--- config.mk ---
export PLATFORM = sky130hd
export DESIGN_NAME = frame_bank_scheduler
export DESIGN_NICKNAME = d
export VERILOG_FILES = /design/src/rtl/frame_bank_scheduler_pkg.sv /design/src/rtl/sat_counter.sv /design/src/rtl/frame_bank_scheduler.sv
export SDC_FILE = /design/constraint.sdc
export NUM_CORES = 1
export LEC_CHECK = 0
export CAP_MARGIN = 10
export CORE_UTILIZATION = 45
export DETAILED_ROUTE_END_ITERATION = 8
export HOLD_SLACK_MARGIN = 0.08
export PLACE_DENSITY_LB_ADDON = 0.3
export SLEW_MARGIN = 10
export SYNTH_ARGS = -nofsm -noshare
export SYNTH_HDL_FRONTEND = slang
export SYNTH_SLANG_ARGS = --single-unit
--- constraint.sdc ---
create_clock -name clk -period 3.2 [get_ports clk]
set_input_delay 0.64 -clock clk [delete_from_list [all_inputs] [get_ports clk]]
set_output_delay 0.64 -clock clk [all_outputs]
set_load 0.01 [all_outputs]
--- src/rtl/frame_bank_scheduler_pkg.sv ---
// Shared definitions for the ping-pong image bank controller.
// The bank-select bit position is also used by the bus75 reader and the BRAM IP.
package frame_bank_scheduler_pkg;

   // Back-bank fill state: filling, or holding a complete frame for the next swap
   typedef enum logic {
      StFill,
      StReady
   } fbs_state_e;

   localparam int unsigned FRAME_WORDS_DEFAULT = 192;

   // Bank select is the MSB of the 9-bit BRAM address
   localparam int unsigned BANK_BIT    = 8;
   localparam int unsigned BRAM_ADDR_W = BANK_BIT + 1;

endpackage

--- src/rtl/sat_counter.sv ---
// Up-counter that sticks at all-ones instead of wrapping.
module sat_counter #(
   parameter int unsigned WIDTH = 16
) (
   input  logic             clk,
   input  logic             rst,
   input  logic             inc,
   output logic [WIDTH-1:0] cnt
);

   logic [WIDTH-1:0] cnt_q;

   // Count increments, holding at the maximum value
   always_ff @(posedge clk) begin
      if (rst) begin
         cnt_q <= '0;
      end else if (inc && (cnt_q != '1)) begin
         cnt_q <= cnt_q + WIDTH'(1);
      end
   end

   assign cnt = cnt_q;

endmodule

--- src/rtl/frame_bank_scheduler.sv ---
// Ping-pong controller for the double-banked image BRAM: the SPI writer fills
// the back bank, the HUB75 reader scans the front bank, and the banks swap only
// at the reader's end of frame once a full back frame has been written.
module frame_bank_scheduler
   import frame_bank_scheduler_pkg::*;
#(
   parameter int unsigned ADDR_W      = BANK_BIT,
   parameter int unsigned FRAME_WORDS = FRAME_WORDS_DEFAULT,
   parameter int unsigned DATA_W      = 64,
   parameter int unsigned OVR_W       = 16
) (
   input  logic              clk,
   input  logic              rst,
   input  logic              wr_en,
   input  logic [ADDR_W-1:0] wr_addr,
   input  logic [DATA_W-1:0] wr_data,
   input  logic              wr_abort,
   input  logic              rd_en,
   input  logic [ADDR_W-1:0] rd_addr,
   input  logic              rd_frame_done,
   output logic              bram_cea,
   output logic [ADDR_W:0]   bram_ada,
   output logic [DATA_W-1:0] bram_din,
   output logic              bram_ceb,
   output logic [ADDR_W:0]   bram_adb,
   output logic              front_bank,
   output logic              swap_pending,
   output logic [7:0]        frame_cnt,
   output logic [OVR_W-1:0]  ovr_cnt,
   output logic              addr_err
);

   localparam logic [ADDR_W:0] FrameWordsW = FRAME_WORDS[ADDR_W:0];

   fbs_state_e        state_q;
   logic [ADDR_W:0]   cnt_q;
   logic              swap_pending_q;
   logic              front_q;
   logic [7:0]        frame_cnt_q;
   logic              addr_err_q;
   logic              cea_q;
   logic [ADDR_W:0]   ada_q;
   logic [DATA_W-1:0] din_q;

   logic              in_range;
   logic              wr_accept;
   logic              ovr_inc;
   logic [ADDR_W:0]   cnt_inc;

   // Classify this cycle's write: accepted into the back bank, or dropped as overrun
   always_comb begin
      in_range  = ({1'b0, wr_addr} < FrameWordsW);
      wr_accept = wr_en && in_range && !wr_abort && (state_q == StFill);
      ovr_inc   = wr_en && in_range && (state_q == StReady);
      cnt_inc   = cnt_q + (ADDR_W + 1)'(1);
   end

   // Fill/ready sequencing, frame completion and bank swap
   always_ff @(posedge clk) begin
      if (rst) begin
         state_q        <= StFill;
         cnt_q          <= '0;
         swap_pending_q <= 1'b0;
         front_q        <= 1'b0;
         frame_cnt_q    <= '0;
      end else begin
         unique case (state_q)
            StFill: begin
               // rd_frame_done is ignored here, so completion beats a coincident pulse
               if (wr_abort) begin
                  cnt_q <= '0;
               end else if (wr_accept) begin
                  if (cnt_inc == FrameWordsW) begin
                     state_q        <= StReady;
                     swap_pending_q <= 1'b1;
                     cnt_q          <= '0;
                  end else begin
                     cnt_q <= cnt_inc;
                  end
               end
            end
            StReady: begin
               if (rd_frame_done) begin
                  front_q        <= ~front_q;
                  swap_pending_q <= 1'b0;
                  frame_cnt_q    <= frame_cnt_q + 8'd1;
                  state_q        <= StFill;
               end
            end
            default: state_q <= StFill;
         endcase
      end
   end

   // Registered BRAM port A; the bank bit is captured with the write, before any toggle
   always_ff @(posedge clk) begin
      if (rst) begin
         cea_q <= 1'b0;
         ada_q <= '0;
         din_q <= '0;
      end else begin
         cea_q <= wr_accept;
         if (wr_accept) begin
            ada_q <= {~front_q, wr_addr};
            din_q <= wr_data;
         end
      end
   end

   // Sticky out-of-range write flag
   always_ff @(posedge clk) begin
      if (rst) begin
         addr_err_q <= 1'b0;
      end else if (wr_en && !in_range) begin
         addr_err_q <= 1'b1;
      end
   end

   sat_counter #(
      .WIDTH (OVR_W)
   ) u_ovr_cnt (
      .clk (clk),
      .rst (rst),
      .inc (ovr_inc),
      .cnt (ovr_cnt)
   );

   assign bram_cea     = cea_q;
   assign bram_ada     = ada_q;
   assign bram_din     = din_q;
   assign bram_ceb     = rd_en;
   assign bram_adb     = {front_q, rd_addr};
   assign front_bank   = front_q;
   assign swap_pending = swap_pending_q;
   assign frame_cnt    = frame_cnt_q;
   assign addr_err     = addr_err_q;

endmodule

==> flow_summary.toml, run 1 <==
[outcome]
outcome = "finished clean"

[power_and_ir_drop]
power.static_leakage_nw = 2.29
p_sw_mw = 0.609
p_per_area_mw_per_mm2 = 403
cell_internal_pwr_mw = 1.99
power.share.clock = 0.323
post-layout-total-power_mw = 2.60
max-vdd-ir-drop_mv = 0.294
power.switching_fraction = 0.234
power.share.combinational = 0.121
sequentialPowerShare = 0.556

[worst_setup_path]
cp_slowest_stage_delay_ns = 0.49
cp_data_required_time_ns = 3.44
crit_type = "primary input to flop"
worst_setup_path_end_kind = "flop"
critical_path.max_fanout = 9
worstPathArrival_ns = 2.64
critical_path.cell_chain = "clkdlybuf4s50_1 -> a21boi_0 -> nand2_1 -> nor3_4 -> and4_4 -> mux2_4"
kind_of_launch_point_of_the_worst_setup_path = "primary input"
cell_type_of_the_slowest_stage_on_the_worst_timing_path = "clkdlybuf4s50_1"

[drt]
dr.pass1.iters = 4
wl_per_cell_um = 13.4
via_count = 4235
wirelength_um = 11100
drt_iter0_drc = 191
detail_route_antenna_nets = 0
post_drt_via_cell_ratio = 5.08
drc = 0

[run]
cap_violations = 0

[cells_and_area]
n_diodes = 0
post-route-cell-area_sq_mm = 0.00644
final_cell_mix = "clkdlybuf4s50_1, nand2_1, dfxtp_1"
final_nets = 789
final_common_cell = "clkdlybuf4s50_1"
layout-drive-gt1-share = 0.0497
area_delta_synth_final_pct = 44.9

[cts]
clock-root-buffer = "clkbuf_8"
cts_made_buffers = 9
post-cts-setup-buffers = 0
ctsLongestPathBuffers = 2
clock-sinks = 111
clk_transition_reported_paths_ns = 0.11
clock_latency_on_the_worst_skew_pair_ns = 0.36
ctsHtreeMaxLevel = 3
cts.hold.buffers_added = 0
cts_resized = 0
clock_tree_from_tritoncts = "built"

[die]
die_w_um = 101
num_io_pins = 197
die_h_um = 101
initial_core_util = 0.472
placeableCoreArea_sq_mm = 0.00942
placement_rows = 35
design.die.area_sq_mm = 0.0103

[global_routing]
grt_antenna_before_repair = 0
track_usage = 0.216
grt_pass1_vias = 3907
largest_net_degree_at_the_start_of_global_routing = 76
grt_first_pass_wirelength_um = 17900
globalRoute.totalOverflow = 0

[sta]
setup_repair_after_global_routing_missed_its_margin = "no"
period_needed_ns = 2.40
final.period_utilization = 0.751
fmax_ghz = 0.416
finalSetupViolations = 0
report.final.hold_viol_count = 0
worst_slew_pin_slew_ns = 0.651
timing.slew.headroom = 0.566
setup-tns-final_ns = 0
final_max_slew_viol_count = 0
hold_ws_ns = 0.459
final_critical_path_setup_slack_ns = 0.795
final_setup_skew_ns = 0.0147

[synthesis]
syn-cell-area_sq_mm = 0.00445
yosys.cell_types.count = 49
synth_enable_flop_cells = 0
syn_inst = 547
average_size_of_a_mapped_cell_sq_um = 8.13
yosysWarningCount = 0
synth-seq-cells = 111
synth-seq-area-share = 0.500
synth_ff_type = "dfxtp_1"
synth.net_count = 636
asyncSetResetFlopFracSynth = 0

[place]
gpl.final_weighted_congestion = 0.831
dpl.hpwl_um = 8040
detailed_place.area_sq_mm = 0.00624
detailedPlace.worstSlack_ns = 0.451
portBuffers = 178

[hold_path]
hp-class = "flop to flop"
[registers in the layout (all words and copies together), names as in the netlist]
| name | cells |
|---|---|
| bram_din | 64 |
| u_ovr_cnt.cnt | 16 |
| bram_ada | 9 |
| cnt_q | 9 |
| frame_cnt | 8 |
| addr_err | 1 |
| bram_cea | 1 |
| front_bank | 1 |
| state_q | 1 |
| swap_pending | 1 |
[per-stage QoR]
step	cells	util
2_1_floorplan	547	-
3_3_place_gp	818	0.663
3_5_place_dp	818	0.663
4_1_cts	833	0.684
5_1_grt	833	0.684
6_report	833	0.684
[path summary, 6_finish.rpt]
path                                  startpoint                end  slack, ns  cells past startpoint
worst max-delay path                       wr_en  u_ovr_cnt.cnt[15]       0.80                      6
worst min-delay path                 bram_ada[0]        bram_ada[0]       0.46                      2
worst max register to register  u_ovr_cnt.cnt[0]  u_ovr_cnt.cnt[15]       0.95                      6
worst min register to register       bram_ada[0]        bram_ada[0]       0.46                      2
[synthesized netlist by cell type (2+ instances only)]
cell	n	share of area
inv_1	5	0.0042
nand4_1	9	0.013
nand2_1	158	0.13
a211oi_1	3	0.0051
a22o_1	3	0.0059
xnor2_1	12	0.024
nor3_1	10	0.011
dfxtp_1	111	0.50
and2_1	6	0.0084
nand2b_1	6	0.0084
and3_1	5	0.0070
a31o_2	3	0.0059
ha_1	3	0.0084
nand3_1	11	0.012
clkbuf_1	29	0.024
xor2_1	7	0.014
nor2_1	33	0.028
o21ai_0	8	0.0090
a31oi_1	3	0.0042
a211o_1	2	0.0039
a21oi_1	82	0.092
nor3b_1	2	0.0034
buf_4	10	0.017
[layout make-up]
cell class              instances  area (sq um)
well taps                     129           161
clock inverters                 4          55.1
inverters                       5          18.8
fillers                       774          2970
clock buffers                  11           141
multi-input cells             390          2010
repair buffers                183          1830
flip-flops and latches        111          2220
[power groups by stage]
stage | Sequential (mW) | Clock, mW | Combinational [mW]
floorplan | 1.49 | 0 | 0.108
global placement | 1.47 | 0 | 0.310
detailed placement | 1.48 | 0 | 0.316
CTS | 1.44 | 0.865 | 0.318
global route | 1.45 | 0.917 | 0.343
finish | 1.44 | 0.840 | 0.314
[critical path, delay by kind of cell]
family | cells | cell delay, ns
AO/OA/AOI/OAI | 1 | 0.29
buffers and inverters | 1 | 0.49
AND/OR/NAND/NOR | 3 | 0.92
multiplexers | 1 | 0.29
[cells by family (layout without fill, tap and decap cells)]
family          after synthesis  in the layout  synth area share
compound gates              110            110             0.138
simple gates                255            255             0.259
mux                           3              3           0.00816
buf+inv                      46            203            0.0490
xor+xnor                     19             19            0.0374
flops                       111            111             0.500
fa+ha+maj                     3              3           0.00844
[metal layers]
layer  global-route usage  share of wire  vias up
met5                    0              0        -
met2                0.370           0.48      138
met1                0.260           0.43     1968
met4               0.0635          0.012        0
met3               0.0683          0.078       10
li1                     -              -     2119
No activity file was read; power rests on OpenSTA's default activity.
==> inputs of run 2 (changes only) <==
--- a/config.mk
+++ b/config.mk
@@ -6,7 +6,7 @@
 export NUM_CORES = 1
 export LEC_CHECK = 0
 export CAP_MARGIN = 10
-export CORE_UTILIZATION = 45
+export CORE_UTILIZATION = 42
 export DETAILED_ROUTE_END_ITERATION = 8
 export HOLD_SLACK_MARGIN = 0.08
 export PLACE_DENSITY_LB_ADDON = 0.3
==> constraint.sdc (replaced) <==
create_clock -name clk -period 2.3 [get_ports clk]
set_input_delay 0.46 -clock clk [delete_from_list [all_inputs] [get_ports clk]]
set_output_delay 0.46 -clock clk [all_outputs]
set_load 0.01 [all_outputs]
==> run 2 against run 1 <==
Combinational power grew 42%. Count of clock-buffer cells in the layout is the same. Via count grew 0.50%. Sequential cell count is the same. Global-route usage shrank 1.2 points. Clock power grew 48%. Clock skew shrank 0.0027 ns. Cell count grew 2.0%. Worst setup slack lost 0.42 ns.
==> flow_summary.toml, run 2 (synthesized netlist as in run 1, its figures left out) <==
[cts]
clk_transition_reported_paths_ns = 0.09
clock_tree_from_tritoncts = "built"
cts.hold.buffers_added = 0
cts_resized = 0
ctsLongestPathBuffers = 2
clock_latency_on_the_worst_skew_pair_ns = 0.36
cts_made_buffers = 9
post-cts-setup-buffers = 0
clock-sinks = 111
clock-root-buffer = "clkbuf_8"
ctsHtreeMaxLevel = 3

[place]
detailed_place.area_sq_mm = 0.00634
dpl.hpwl_um = 8090
gpl.final_weighted_congestion = 0.810
detailedPlace.worstSlack_ns = -0.0243
portBuffers = 178

[worst_setup_path]
cp_data_required_time_ns = 2.58
r2r_end = "u_ovr_cnt.cnt[15]"
worstPathArrival_ns = 2.21
kind_of_launch_point_of_the_worst_setup_path = "primary input"
worstSetupStartpoint = "wr_en"
crit_type = "primary input to flop"
crit-reg2reg-launch = "u_ovr_cnt.cnt[0]"
crit_end = "cnt_q[8]"
r2r_slack_ns = 0.40
rr_worst_depth = 6
worst_setup_path_end_kind = "flop"
critical_path.max_fanout = 7

[sta]
final.period_utilization = 0.838
worst_slew_pin_slew_ns = 0.614
timing.slew.headroom = 0.591
final_max_slew_viol_count = 0
period_needed_ns = 1.93
finalSetupViolations = 0
hold_ws_ns = 0.399
report.final.hold_viol_count = 0
final_critical_path_setup_slack_ns = 0.372
final_setup_skew_ns = 0.0120
fmax_ghz = 0.519
setup_repair_after_global_routing_missed_its_margin = "no"

[cells_and_area]
post-route-cell-area_sq_mm = 0.00655
n_diodes = 0
final_cell_mix = "clkdlybuf4s50_1, nand2_1, dfxtp_1"
layout-drive-gt1-share = 0.0630
max_ffs_per_register = 64
final_common_cell = "clkdlybuf4s50_1"
area_delta_synth_final_pct = 47.2
final_nets = 800
num-fill-cells = 897

[die]
die_h_um = 105
num_io_pins = 197
die_w_um = 105
placeableCoreArea_sq_mm = 0.0103
initial_core_util = 0.433
placement_rows = 37
design.die.area_sq_mm = 0.0110

[drt]
via_count = 4256
detail_route_antenna_nets = 0
post_drt_via_cell_ratio = 5.01
drc = 0
drt_iter0_drc = 208
wl_per_cell_um = 13.1
dr.pass1.iters = 4
wirelength_um = 11100

[power_and_ir_drop]
power.static_leakage_nw = 2.36
p_per_area_mw_per_mm2 = 564
post-layout-total-power_mw = 3.69
max-vdd-ir-drop_mv = 0.263

[global_routing]
largest_net_degree_at_the_start_of_global_routing = 62
grt_antenna_before_repair = 0
globalRoute.totalOverflow = 0
grt_pass1_vias = 3930
grt_first_pass_wirelength_um = 18200
track_usage = 0.204

[run]
cap_violations = 0

[outcome]
outcome = "finished clean"

[hold_path]
hp-class = "primary input to flop"
==> run 2: cell types whose count changed in the layout (fill, tap and decap cells not counted), sizes merged <==
cell      before  now
inv            6    5
bufinv         1    2
clkinvlp       1    0
buf            6   17
==> run 2: area by class of cell <==
class                   count  area [sq um]  share of cell area
well taps                 136           170              0.0260
repair buffers            194          1910               0.292
clock buffers              11           141              0.0216
inverters                   5          18.8             0.00287
flip-flops and latches    111          2220               0.339
clock inverters             3          68.8              0.0105
multi-input cells         390          2010               0.308
==> run 2: routing by layer <==
layer / vias to the layer above / part of all wire / track usage
li1: 2142 / - / -
met3: 21 / 0.070 / 0.0518
met2: 133 / 0.49 / 0.346
met4: 0 / 0.020 / 0.0845
met1: 1960 / 0.42 / 0.247
met5: - / 0 / 0
==> run 2: where the power goes <==
| part | internal (mW) | switching (mW) | leakage (nW) |
|---|---|---|---|
| clock network | 0.634 | 0.605 | 0.105 |
| registers | 1.98 | 0.0298 | 0.901 |
| logic | 0.260 | 0.187 | 1.35 |
==> run 2: how the worst min path moves through the flow <==
stage / start / end / slack [ns] / cells past startpoint
2_1_floorplan: cnt_q[8] / cnt_q[8] / 0.48 / 1
3_3_place_gp: bram_din[44] / bram_din[44] / 0.44 / 2
3_5_place_dp: bram_din[25] / bram_din[25] / 0.45 / 2
4_1_cts: rst / u_ovr_cnt.cnt[7] / 0.38 / 2
5_1_grt: rst / u_ovr_cnt.cnt[7] / 0.39 / 2
6_report: rst / addr_err / 0.40 / 2
==> run 2: through the flow <==
step,std cells,utilization,setup TNS [ns]
after floorplan,547,-,0
after detailed placement,836,0.617,-0.0397
after global placement,836,0.617,0
after CTS,850,0.637,0
final,850,0.637,0
after global routing,850,0.637,0
==> run 2: critical path, cell delays in order <==
cell and delay, ns:
clkdlybuf4s50_1 0.50, a21bo_2 0.25, or3_2 0.50, nor3_1 0.22
nor2_1 0.06, a311oi_1 0.22
==> inputs of run 3 (changes only) <==
==> constraint.sdc (replaced) <==
create_clock -name clk -period 1.8 [get_ports clk]
set_input_delay 0.36 -clock clk [delete_from_list [all_inputs] [get_ports clk]]
set_output_delay 0.36 -clock clk [all_outputs]
set_load 0.01 [all_outputs]
==> run 3 against run 2 <==
Cell area is 2.9% higher. Critical endpoint is now u_ovr_cnt.cnt[15]. Worst hold slack better by 0.058 ns. Largest power group unchanged. First-iteration DRC count is 8.7% lower.
==> flow_summary.toml, run 3 (synthesized netlist as in run 1, its figures left out) <==
[global_routing]
grt_pass1_vias = 4052
grt_antenna_before_repair = 0
globalRoute.totalOverflow = 0
largest_net_degree_at_the_start_of_global_routing = 82
grt_first_pass_wirelength_um = 19000
track_usage = 0.213

[outcome]
outcome = "finished clean"

[place]
place.detailed.instances = 847
detailed_place.area_sq_mm = 0.00647
portBuffers = 178
dpl.hpwl_um = 8140
gpl.final_weighted_congestion = 0.890
detailedPlace.worstSlack_ns = -0.437

[sta]
period_needed_ns = 1.74
fmax_ghz = 0.574
timing.slew.headroom = 0.697
final_critical_path_setup_slack_ns = 0.0570
setup-tns-final_ns = 0
report.final.hold_viol_count = 0
setup_repair_after_global_routing_missed_its_margin = "no"
final_setup_skew_ns = 0.0138
hold_ws_ns = 0.457
final_max_slew_viol_count = 0
finalSetupViolations = 0
worst_slew_pin_slew_ns = 0.452
final.period_utilization = 0.968

[drt]
post_drt_via_cell_ratio = 4.99
drc = 0
wirelength_um = 11400
via_count = 4303
dr.pass1.iters = 4
wl_per_cell_um = 13.2
detail_route_antenna_nets = 0
drt_iter0_drc = 190

[worst_setup_path]
r2r_end = "cnt_q[6]"
crit-reg2reg-launch = "cnt_q[1]"
worstPathArrival_ns = 2.01
cp_data_required_time_ns = 2.07
critical_path.max_fanout = 3
r2r_slack_ns = 0.10
rr_worst_depth = 6
worst_setup_path_end_kind = "flop"
crit_type = "primary input to flop"
kind_of_launch_point_of_the_worst_setup_path = "primary input"

[cts]
clk_transition_reported_paths_ns = 0.10
ctsHtreeMaxLevel = 3
clock-root-buffer = "clkbuf_8"
cts.hold.buffers_added = 0
ctsLongestPathBuffers = 2
cts_made_buffers = 9
clock_latency_on_the_worst_skew_pair_ns = 0.37
clock-sinks = 111
clock_tree_from_tritoncts = "built"

[cells_and_area]
final_common_cell = "clkdlybuf4s50_1"
final_cell_mix = "clkdlybuf4s50_1, nand2_1, dfxtp_1"
post-route-cell-area_sq_mm = 0.00674
postLayoutCoreUtil = 0.656
layout-drive-gt1-share = 0.113
area_delta_synth_final_pct = 51.5
n_diodes = 0
finalNonFillerCells = 863
num-fill-cells = 859
max_ffs_per_register = 64
final_nets = 811

[die]
placement_rows = 37
initial_core_util = 0.433
die_w_um = 105
design.die.area_sq_mm = 0.0110
num_io_pins = 197
placeableCoreArea_sq_mm = 0.0103
die_h_um = 105

[power_and_ir_drop]
power.switching_fraction = 0.229
p_per_area_mw_per_mm2 = 710
max-vdd-ir-drop_mv = 0.375
p_sw_mw = 1.10
power.share.clock = 0.342
post-layout-total-power_mw = 4.79
power.share.combinational = 0.122
cell_internal_pwr_mw = 3.69
sequentialPowerShare = 0.536
power.static_leakage_nw = 2.48

[hold_path]
hp-class = "flop to flop"
worstHoldPathCells = 2
hold_start = "bram_din[45]"
holdPathEnd = "bram_din[45]"

[run]
cap_violations = 0
==> run 3: critical path, stage by stage <==
cell,delay [ns]
clkdlybuf4s50_1,0.49
a21boi_1,0.18
buf_4,0.13
nand2_1,0.09
nor3_4,0.22
and4_4,0.25
mux2_4,0.29
==> run 3: how the worst max path moves through the flow <==
stage	from	endpoint	cells after the start
final	wr_en	u_ovr_cnt.cnt[15]	7
after global routing	u_ovr_cnt.cnt[6]	ovr_cnt[6]	1
after CTS	wr_en	cnt_q[2]	7
after detailed placement	wr_en	bram_din[60]	6
after global placement	wr_en	bram_din[49]	6
after floorplan	u_ovr_cnt.cnt[12]	u_ovr_cnt.cnt[15]	5
==> run 3: per-layer routing <==
metal	vias to the layer above	GRT usage	wire length, um
met4	0	0.0855	212
met1	1973	0.255	4810
met2	148	0.352	5460
met5	-	0	0
met3	18	0.0699	948
li1	2164	-	-
==> run 3: layout make-up <==
cell class	instances	area [sq um]	share of cell area
clock buffer	10	138	0.0204
clock inverter	6	83.8	0.0124
inverter	5	18.8	0.00278
multi-input combinational	390	2050	0.304
sequential	111	2240	0.333
tap	136	170	0.0253
timing repair buffer	205	2040	0.302
==> run 3: what timing repair did <==
action	4_1_cts	5_1_grt
pin swaps	0	1
endpoints found under the setup margin	41	68
gates resized for setup	1	20
setup buffers	0	0
==> run 3: power by group through the flow <==
| stage | logic, mW | registers (mW) | clock network, mW |
|---|---|---|---|
| after floorplan | 0.192 | 2.65 | 0 |
| after global placement | 0.574 | 2.62 | 0 |
| after detailed placement | 0.583 | 2.62 | 0 |
| after CTS | 0.587 | 2.57 | 1.69 |
| after global routing | 0.638 | 2.58 | 1.79 |
| final | 0.585 | 2.57 | 1.64 |
